===== config.mk =====
export PLATFORM = sky130hd
export DESIGN_NAME = axis_width_up
export DESIGN_NICKNAME = d
export VERILOG_FILES = /design/src/rtl/axis_width_up.sv
export SDC_FILE = /design/constraint.sdc
export NUM_CORES = 1
export LEC_CHECK = 0
export BUFFER_PORTS_ARGS = -buffer_cell sky130_fd_sc_hd__buf_2
export CORE_ASPECT_RATIO = 0.6
export CORE_MARGIN = 4
export CORE_UTILIZATION = 30
export DETAILED_ROUTE_END_ITERATION = 12
export GPL_TIMING_DRIVEN = 0
export PLACE_DENSITY = 0.5
export REMOVE_ABC_BUFFERS = 1
export SLEW_MARGIN = 20
export SYNTH_ARGS = -nofsm -noshare
export SYNTH_HDL_FRONTEND = slang
export SYNTH_SLANG_ARGS = --single-unit

===== constraint.sdc =====
create_clock -name clk -period 5.96 [get_ports clk]
set_input_delay 1.192 -clock clk [delete_from_list [all_inputs] [get_ports clk]]
set_output_delay 1.192 -clock clk [all_outputs]
set_load 0.05 [all_outputs]

===== src/rtl/axis_width_up.sv =====
// AXI4-Stream width up-converter: packs RATIO beats of IN_W bits into one word with per-lane tkeep.
// One-cycle latency from the completing beat; s_axis_tready drops only while an output word is held.
module axis_width_up #(
  parameter int IN_W      = 8,
  parameter int RATIO     = 4,
  parameter bit MSB_FIRST = 1'b1
) (
  input  logic                  clk,
  input  logic                  reset_n,
  input  logic [IN_W-1:0]       s_axis_tdata,
  input  logic                  s_axis_tvalid,
  input  logic                  s_axis_tlast,
  output logic                  s_axis_tready,
  output logic [IN_W*RATIO-1:0] m_axis_tdata,
  output logic [RATIO-1:0]      m_axis_tkeep,
  output logic                  m_axis_tvalid,
  output logic                  m_axis_tlast,
  input  logic                  m_axis_tready
);

  localparam int OUT_W = IN_W * RATIO;
  localparam int CW    = (RATIO > 1) ? $clog2(RATIO) : 1;
  localparam int AW    = (RATIO > 1) ? RATIO - 1 : 1;
  localparam logic [CW-1:0] CNT_MAX = CW'(RATIO - 1);

  logic [CW-1:0]              cnt;
  logic [AW-1:0][IN_W-1:0]    acc;
  logic [RATIO-1:0][IN_W-1:0] beat;
  logic [OUT_W-1:0]           word_dat;
  logic [RATIO-1:0]           word_keep;
  logic                       accept;
  logic                       complete;

  assign s_axis_tready = ~m_axis_tvalid | m_axis_tready;
  assign accept        = s_axis_tvalid & s_axis_tready;
  assign complete      = (cnt == CNT_MAX) | s_axis_tlast;

  // beat[j] is the j-th beat of the word in arrival order; lanes past cnt stay zero
  for (genvar j = 0; j < RATIO; j++) begin : g_lane
    localparam int LANE = MSB_FIRST ? RATIO - 1 - j : j;
    if (j < RATIO - 1) begin : g_acc
      assign beat[j] = (CW'(j) < cnt)  ? acc[j] :
                       (CW'(j) == cnt) ? s_axis_tdata : '0;
    end else begin : g_cur
      assign beat[j] = (CW'(j) == cnt) ? s_axis_tdata : '0;
    end
    assign word_dat[LANE*IN_W +: IN_W] = beat[j];
    assign word_keep[LANE]             = (CW'(j) <= cnt);
  end

  always_ff @(posedge clk or negedge reset_n) begin
    if (!reset_n) begin
      cnt           <= '0;
      acc           <= '0;
      m_axis_tdata  <= '0;
      m_axis_tkeep  <= '0;
      m_axis_tvalid <= 1'b0;
      m_axis_tlast  <= 1'b0;
    end else begin
      if (m_axis_tvalid && m_axis_tready) begin
        m_axis_tvalid <= 1'b0;
      end
      if (accept) begin
        if (complete) begin
          cnt           <= '0;
          acc           <= '0;
          m_axis_tdata  <= word_dat;
          m_axis_tkeep  <= word_keep;
          m_axis_tlast  <= s_axis_tlast;
          m_axis_tvalid <= 1'b1;
        end else begin
          acc[cnt] <= s_axis_tdata;
          cnt      <= cnt + 1'b1;
        end
      end
    end
  end

endmodule


==> results.ini, run 1 <==
[run_status]
outcome = finished, final reports clean

[power_and_ir_drop]
ir_worst_vdd_mv = 0.196
p_int_mw = 1.03
p_switching_mw = 0.594
p_leak_nw = 1.93
switching_share_pct = 36.6
clockPowerShare_pct = 31.4
powerDensity_nw_per_um2 = 440
total_power_mw = 1.62
combinationalPowerShare_pct = 33.2
p_seq_share_pct = 35.3

[global_routing]
grt_max_degree = 54
overflow = 0
track_usage_pct = 12.8
grt_pass1_wl_um = 11200
grt_pass1_vias = 2028
antenna_found_initial = 0

[floorplan]
die_h_um = 85.9
start_util_pct = 30.8
core_um2 = 9840
die-width_um = 138
rows = 28
die-area_um2 = 11800
ioPinCount = 52

[timing]
finalCriticalPeriod_ns = 3.34
skew_ns = 0.00389
maxSlewHeadroom_pct = 34.4
setup_viol = 0
fin_tns_setup_ns = 0
post-route-period-util_pct = 56.1
max_freq_ghz = 0.299
rsz0062_at_grt = false
hold_ws_ns = 0.454
timing_max_transition_violations_final = 0
hold_viol = 0
worstMarginPinSlew_ns = 0.981

[drt]
final_antenna_net_count = 0
routed_wirelength_um = 7030
vias = 1939
viasPerCell = 4.69
drt-initial-drc-count = 102
post_drt_wl_per_cell_um = 17.0
drcViolationCount = 0
first_pass_iters = 4

[worst_setup_path]
critPathLaunchType = input pin
slowest_stage = nand2b_1
reg2reg_depth = 4
critPathKind = input pin to primary output
cp-end-kind = primary output
r2r_setup_slack_ns = 3.39
path_cells = buf_2 > nand2b_1 > buf_2
crit_path_max_fanout = 11
cp_slowest_stage_delay_ns = 0.49
reg2reg_to = acc[0]
cp_data_arrival_time_ns = 2.15
reg2reg_from = cnt[1]
cp.required_ns = 4.77
crit_path_frequent_cell = buf_2

[place]
hpwl_um = 4580
port_buffers = 51
gp_congestion = 0.719

[flow_run]
drv_cap = 0

[yosys]
ys_types = 24
syn_inst = 228
synth_top_family_by_area = multiplexers
synth-simple-area-share_pct = 8.66
synth_compound_area_share_pct = 10.7
synthAdderAreaFrac_pct = 2.47
syn_area_um2 = 3030
yosys_warnings = 0
synth_mux_area_share_pct = 21.8
syn_avg_cell_area_um2 = 13.3
yosysSeqAreaShare_pct = 52.8
ys_ff_latch = 64
synth_xor_area_share_pct = 0

[clock_network]
clock_path_buffers = 2
holdBufCountCts = 0
clockRootBuffer = clkbuf_16
post_cts_buffers = 0
cts_max_level = 3
cts_resized = 0
numCtsBuffers = 9
cts.clk_slew.worst_paths_ns = 0.05
clkSinkCount = 64
clk_latency_ns = 0.33
cts_tree = yes

[cells_and_area]
fin_nets = 293
drive_above_1_share_pct = 43.9
n_fill_cell = 997
syn2layout_area_growth_pct = 21.4
antenna_cells = 0

[hold_path]
whs_path_depth = 1
hold_start = m_axis_tkeep[3]
min_to = m_axis_tkeep[3]
min_path_type = flop to flop

[final cells by class]
class / instances / area (µm²) / share of cell area [%]
Clock buffer: 11 / 243 / 6.59
Clock inverter: 4 / 45.0 / 1.22
Multi-Input combinational cell: 143 / 1330 / 36.0
Inverter: 4 / 15.0 / 0.408
Sequential cell: 64 / 1600 / 43.5
Tap cell: 135 / 169 / 4.59
Timing Repair Buffer: 52 / 285 / 7.74
[per-layer routing]
metal	track usage, %	wire [µm]	vias up
met2	17.6	2900	48
met4	3.77	69	0
met5	0	0	-
met3	5.22	400	10
met1	18.4	3650	969
li1	-	-	912
[critical path, delay by kind of cell]
family | cells | cell delay (ns)
and+or+nand+nor | 1 | 0.49
buffers and inverters | 2 | 0.46
[cells in the final DEF, fill, tap and decap left out]
master     instances
clkbuf_8           1
clkinv_2           3
clkbuf_1           1
and4_1             1
nor2_1             2
buf_2             50
a22o_1            23
nand4_1            2
clkbuf_16          9
mux2_4            18
ha_1               6
mux2i_1            2
inv_1              4
bufinv_16          1
and2_1             1
nand2_1           17
nand3b_4           1
buf_16             1
buf_4              1
dfrtp_1           64
o21ai_0           11
nand2b_1           2
mux2_2            33
and3_1            19
o311ai_2           1
nor2_2             1
o311ai_4           2
nor2b_1            1
[power groups by stage]
stage	registers [mW]	clock network, mW	logic (mW)
after floorplan	0.787	0	0.195
final	0.573	0.509	0.538
after global routing	0.586	0.547	0.573
after detailed placement	0.580	0	0.545
after CTS	0.574	0.525	0.546
after global placement	0.577	0	0.539
[worst max path at each step]
stage                     slack [ns]          start  depth (start not counted)       endpoint
after CTS                       2.62  m_axis_tready                          3  s_axis_tready
after global placement          2.62  m_axis_tready                          3  s_axis_tready
after floorplan                 2.87  m_axis_tready                          1  s_axis_tready
after detailed placement        2.62  m_axis_tready                          3  s_axis_tready
after global routing            2.60  m_axis_tready                          3  s_axis_tready
final                           2.62  m_axis_tready                          3  s_axis_tready
[registers in the layout, summed over array words and instances (netlist names)]
| signal | count |
|---|---|
| acc | 24 |
| cnt | 2 |
| m_axis_tdata | 32 |
| m_axis_tkeep | 4 |
| m_axis_tlast | 1 |
| m_axis_tvalid | 1 |
[metrics by stage]
stage	worst slack, ns	util (%)	std cells	area, µm²
after global placement	2.62	34.2	397	3370
final	2.62	37.4	413	3680
after floorplan	2.87	-	211	2940
after detailed placement	2.62	34.5	398	3400
after CTS	2.62	37.4	413	3680
after global routing	2.60	37.4	413	3680
[kinds of logic after synthesis]
| family | count (synthesis) |
|---|---|
| DFF | 64 |
| muxes | 53 |
| and+or+nand+nor | 47 |
| AOI/OAI and AO/OA | 37 |
| buffers and inverters | 21 |
| adders and majority gates | 6 |
[cell usage after synthesis (all sizes together)]
| cell type | instances | share of area [%] |
|---|---|---|
| nor2 | 3 | 0.45 |
| dfrtp | 64 | 53 |
| o311ai | 3 | 2.3 |
| inv | 4 | 0.49 |
| buf | 9 | 2.1 |
| nand2b | 2 | 0.41 |
| nand3b | 1 | 0.66 |
| clkbuf | 8 | 0.99 |
| and4 | 1 | 0.29 |
| nor2b | 1 | 0.21 |
| ha | 6 | 2.5 |
| and3 | 19 | 3.9 |
| nand2 | 17 | 2.1 |
| o21ai | 11 | 1.8 |
| a22o | 23 | 6.6 |
| mux2i | 2 | 0.66 |
| nand4 | 2 | 0.41 |
| mux2 | 51 | 21 |
| and2 | 1 | 0.21 |
(Power assumes the default switching activity.)
==> run 2: changes to the inputs <==
Settings changed: ABC_AREA set to 1.
Clock period 5.96 ns to 3.2 ns, I/O delays scaled along.
==> run 2 against run 1 <==
  * Power rose by 77%
  * Final cell count rose by 42%
  * Highest routed layer unchanged
  * Register-to-register slack worse by 2.6 ns
  * Clock power increased by 82%
  * Largest cell class unchanged
  * First-iteration DRC count up 71%
  * Critical endpoint is now m_axis_tdata[31]
  * Critical path depth rose by 3
==> results.ini, run 2 <==
[run_status]
outcome = finished, final reports clean  ; unchanged

[drt]
drt-initial-drc-count = 174  ; was 102
viasPerCell = 4.39  ; was 4.69
final_antenna_net_count = 0  ; unchanged
first_pass_iters = 4  ; unchanged
routed_wirelength_um = 8180  ; was 7030 µm
drcViolationCount = 0  ; unchanged
post_drt_wl_per_cell_um = 13.9  ; was 17.0 µm
vias = 2582  ; was 1,939

[worst_setup_path]
crit_family = simple AND/OR/NAND/NOR gates  ; unchanged
cp-end-kind = flop  ; was primary output
crit_path_frequent_cell = nand2_1  ; was buf_2
crit_buf_inv = 1  ; was 2
cp.required_ns = 3.41  ; was 4.77 ns
path_cells = ha_1 > nor2_8 > inv_4 > nand3_4 > nand2_1 > nand2_1  ; was buf_2 > nand2b_1 > buf_2
r2r_setup_slack_ns = 0.76  ; was 3.39 ns
crit_path_start = cnt[1]  ; was m_axis_tready
cp_slowest_stage_delay_ns = 0.76  ; was 0.49 ns
reg2reg_to = m_axis_tdata[31]  ; was acc[0]
cp.depth = 6  ; was 3
critPathLaunchType = flop  ; was input pin
critical_path.endpoint = m_axis_tdata[31]  ; was s_axis_tready
crit_path_max_fanout = 37  ; was 11
critPathKind = flop to flop  ; was input pin to primary output
cp_data_arrival_time_ns = 2.66  ; was 2.15 ns
reg2reg_from = cnt[1]  ; unchanged
slowest_stage = dfrtp_1  ; was nand2b_1
reg2reg_depth = 6  ; was 4

[hold_path]
min_path_type = input pin to asynchronous set/reset pin  ; was flop to flop

[cells_and_area]
antenna_cells = 0  ; unchanged
largest_reg_flops = 32  ; unchanged
top_register = m_axis_tdata  ; unchanged
final_common_cell = nand2_1  ; was dfrtp_1
final_cells = 588  ; was 413
layout_common_cells = 202 x nand2_1, 64 x dfrtp_1, 50 x buf_2  ; was 64 x dfrtp_1, 50 x buf_2, 33 x mux2_2
n_fill_cell = 1072  ; was 997
syn2layout_area_growth_pct = 19.6  ; was 21.4%
ff_latch_area_um2 = 1600  ; unchanged
fin_nets = 467  ; was 293
drive_above_1_share_pct = 22.7  ; was 43.9%
multi_input_area_um2 = 1400  ; was 1330 µm²
reg_top3 = m_axis_tdata: 32 flops, acc: 24 flops, m_axis_tkeep: 4 flops  ; unchanged
finalInstanceArea_um2 = 3830  ; was 3680 µm²

[timing]
post-route-period-util_pct = 76.4
worstMarginPinSlew_ns = 0.655  ; was 0.981 ns
finalCriticalPeriod_ns = 2.44
max_freq_ghz = 0.409
maxSlewHeadroom_pct = 56.3  ; was 34.4%
timing_max_transition_violations_final = 0  ; unchanged
setup_viol = 0  ; unchanged
hold_ws_ns = 0.152  ; was 0.454 ns
fin_tns_setup_ns = 0  ; unchanged
layout_setup_ws_ns = 0.756  ; was 2.62 ns
rsz0062_at_grt = false  ; unchanged
skew_ns = 0.00442  ; was 0.00389 ns
hold_viol = 0  ; unchanged

[floorplan]
start_util_pct = 31.7  ; was 30.8%
die-width_um = 141  ; was 138 µm
core_um2 = 10100  ; was 9840 µm²
die-area_um2 = 12500  ; was 11,800 µm²
die_h_um = 88.1  ; was 85.9 µm
rows = 28  ; unchanged
ioPinCount = 52  ; unchanged

[global_routing]
antenna_found_initial = 0  ; unchanged
grt_pass1_wl_um = 13500  ; was 11,200 µm
grt_max_degree = 54  ; unchanged
overflow = 0  ; unchanged
track_usage_pct = 14.1  ; was 12.8%
grt_pass1_vias = 2568  ; was 2,028

[power_and_ir_drop]
p_leak_nw = 2.16  ; was 1.93 nW
powerDensity_nw_per_um2 = 747  ; was 440 nW/µm²
ir_worst_vdd_mv = 0.308  ; was 0.196 mV

[place]
hpwl_um = 5590  ; was 4580 µm
dp.cells = 572  ; was 398
port_buffers = 51  ; unchanged
gp_congestion = 0.770  ; was 0.719
place_ws_ns = 0.793  ; was 2.62 ns
placed_cell_area_um2 = 3550  ; was 3400 µm²

[yosys]
synth-main-ff-cell = dfrtp_1  ; unchanged
synth_xor_area_share_pct = 0  ; unchanged
syn_avg_cell_area_um2 = 8.00  ; was 13.3 µm²
synth_top_area_share_pct = 49.9  ; was 52.8%
synth_mux_area_share_pct = 0  ; was 21.8%
ys_types = 22  ; was 24
async_flop_share_pct = 100  ; unchanged
yosys-top-cells-area = dfrtp_1 50%, nand2_1 24%, nand2_2 4.7%, nand3_1 4.1%, o21ai_0 2.7%  ; was dfrtp_1 53%, mux2_2 12%, mux2_4 8.9%, a22o_1 6.6%, and3_1 3.9%
synth_common_cells = 202 x nand2_1, 64 x dfrtp_1, 26 x nand3_1  ; was 64 x dfrtp_1, 33 x mux2_2, 23 x a22o_1
syn_inst = 401  ; was 228
synthAdderAreaFrac_pct = 2.34  ; was 2.47%
synth-simple-area-share_pct = 38.0  ; was 8.66%
synth_top_family_by_area = simple AND/OR/NAND/NOR gates  ; was multiplexers
yosys_warnings = 0  ; unchanged
syn_area_um2 = 3210  ; was 3030 µm²
synth_top_area_cell = dfrtp_1  ; unchanged
synth_compound_area_share_pct = 2.93  ; was 10.7%
synth_edf_count = 0  ; unchanged
synth.most_common_cell = nand2_1  ; was dfrtp_1
yosysSeqAreaShare_pct = 49.9  ; was 52.8%
ys_ff_latch = 64  ; unchanged

[clock_network]
clockRootBuffer = clkbuf_16  ; unchanged
clock_path_buffers = 2  ; unchanged
clk_latency_ns = 0.33  ; about the same
holdBufCountCts = 0  ; unchanged
cts_max_level = 3  ; unchanged
cts_tree = yes  ; unchanged
clkSinkCount = 64  ; unchanged
numCtsBuffers = 9  ; unchanged
post_cts_buffers = 0  ; unchanged
cts.clk_slew.worst_paths_ns = 0.05  ; about the same
cts_resized = 0  ; unchanged

[flow_run]
drv_cap = 0  ; unchanged

## run 2: stage by stage
step                total power, mW  util, %
floorplan                      1.70        -
global placement               1.94     34.4
detailed placement             1.96     35.1
CTS                            2.90     37.9
global route                   3.03     37.9
finish                         2.87     37.9
## run 2: how the worst min path moves through the flow
stage / startpoint / endpoint / slack, ns / cells after the start
3_3_place_gp: m_axis_tkeep[3] / m_axis_tkeep[3] / 0.44 / 2
6_report: reset_n / m_axis_tkeep[3] / 0.15 / 1
3_5_place_dp: m_axis_tdata[6] / m_axis_tdata[6] / 0.46 / 2
5_1_grt: reset_n / m_axis_tkeep[3] / 0.15 / 1
4_1_cts: reset_n / m_axis_tkeep[3] / 0.14 / 1
2_1_floorplan: reset_n / acc[0] / 0.34 / 0
## run 2: logic make-up (layout without fill, tap and decap cells)
family | after synthesis | in the layout
buffers and inverters | 35 | 87
DFF | 64 | 64
AOI/OAI and AO/OA | 18 | 18
adders and majority gates | 6 | 6
and+or+nand+nor | 278 | 278
## run 2: routing by layer
metal | global-route usage, % | wire [µm] | share of wire [%] | vias up
met5 | 0 | 0 | 0 | -
met4 | 5.31 | 164 | 2.0 | 0
met1 | 19.7 | 4350 | 53 | 1178
met2 | 20.7 | 3180 | 39 | 61
met3 | 4.36 | 479 | 5.9 | 15
li1 | - | - | - | 1328
## run 2: layout make-up
cell class,instances,area share (%)
Multi-Input combinational cell,302,36.4
Sequential cell,64,41.8
Clock inverter,3,0.392
Tap cell,135,4.40
Timing Repair Buffer,53,8.16
Clock buffer,13,7.05
Inverter,18,1.83
## run 2: where the power goes
group / internal (mW) / switching [mW]
registers: 0.948 / 0.0994
logic: 0.210 / 0.681
clock network: 0.583 / 0.344
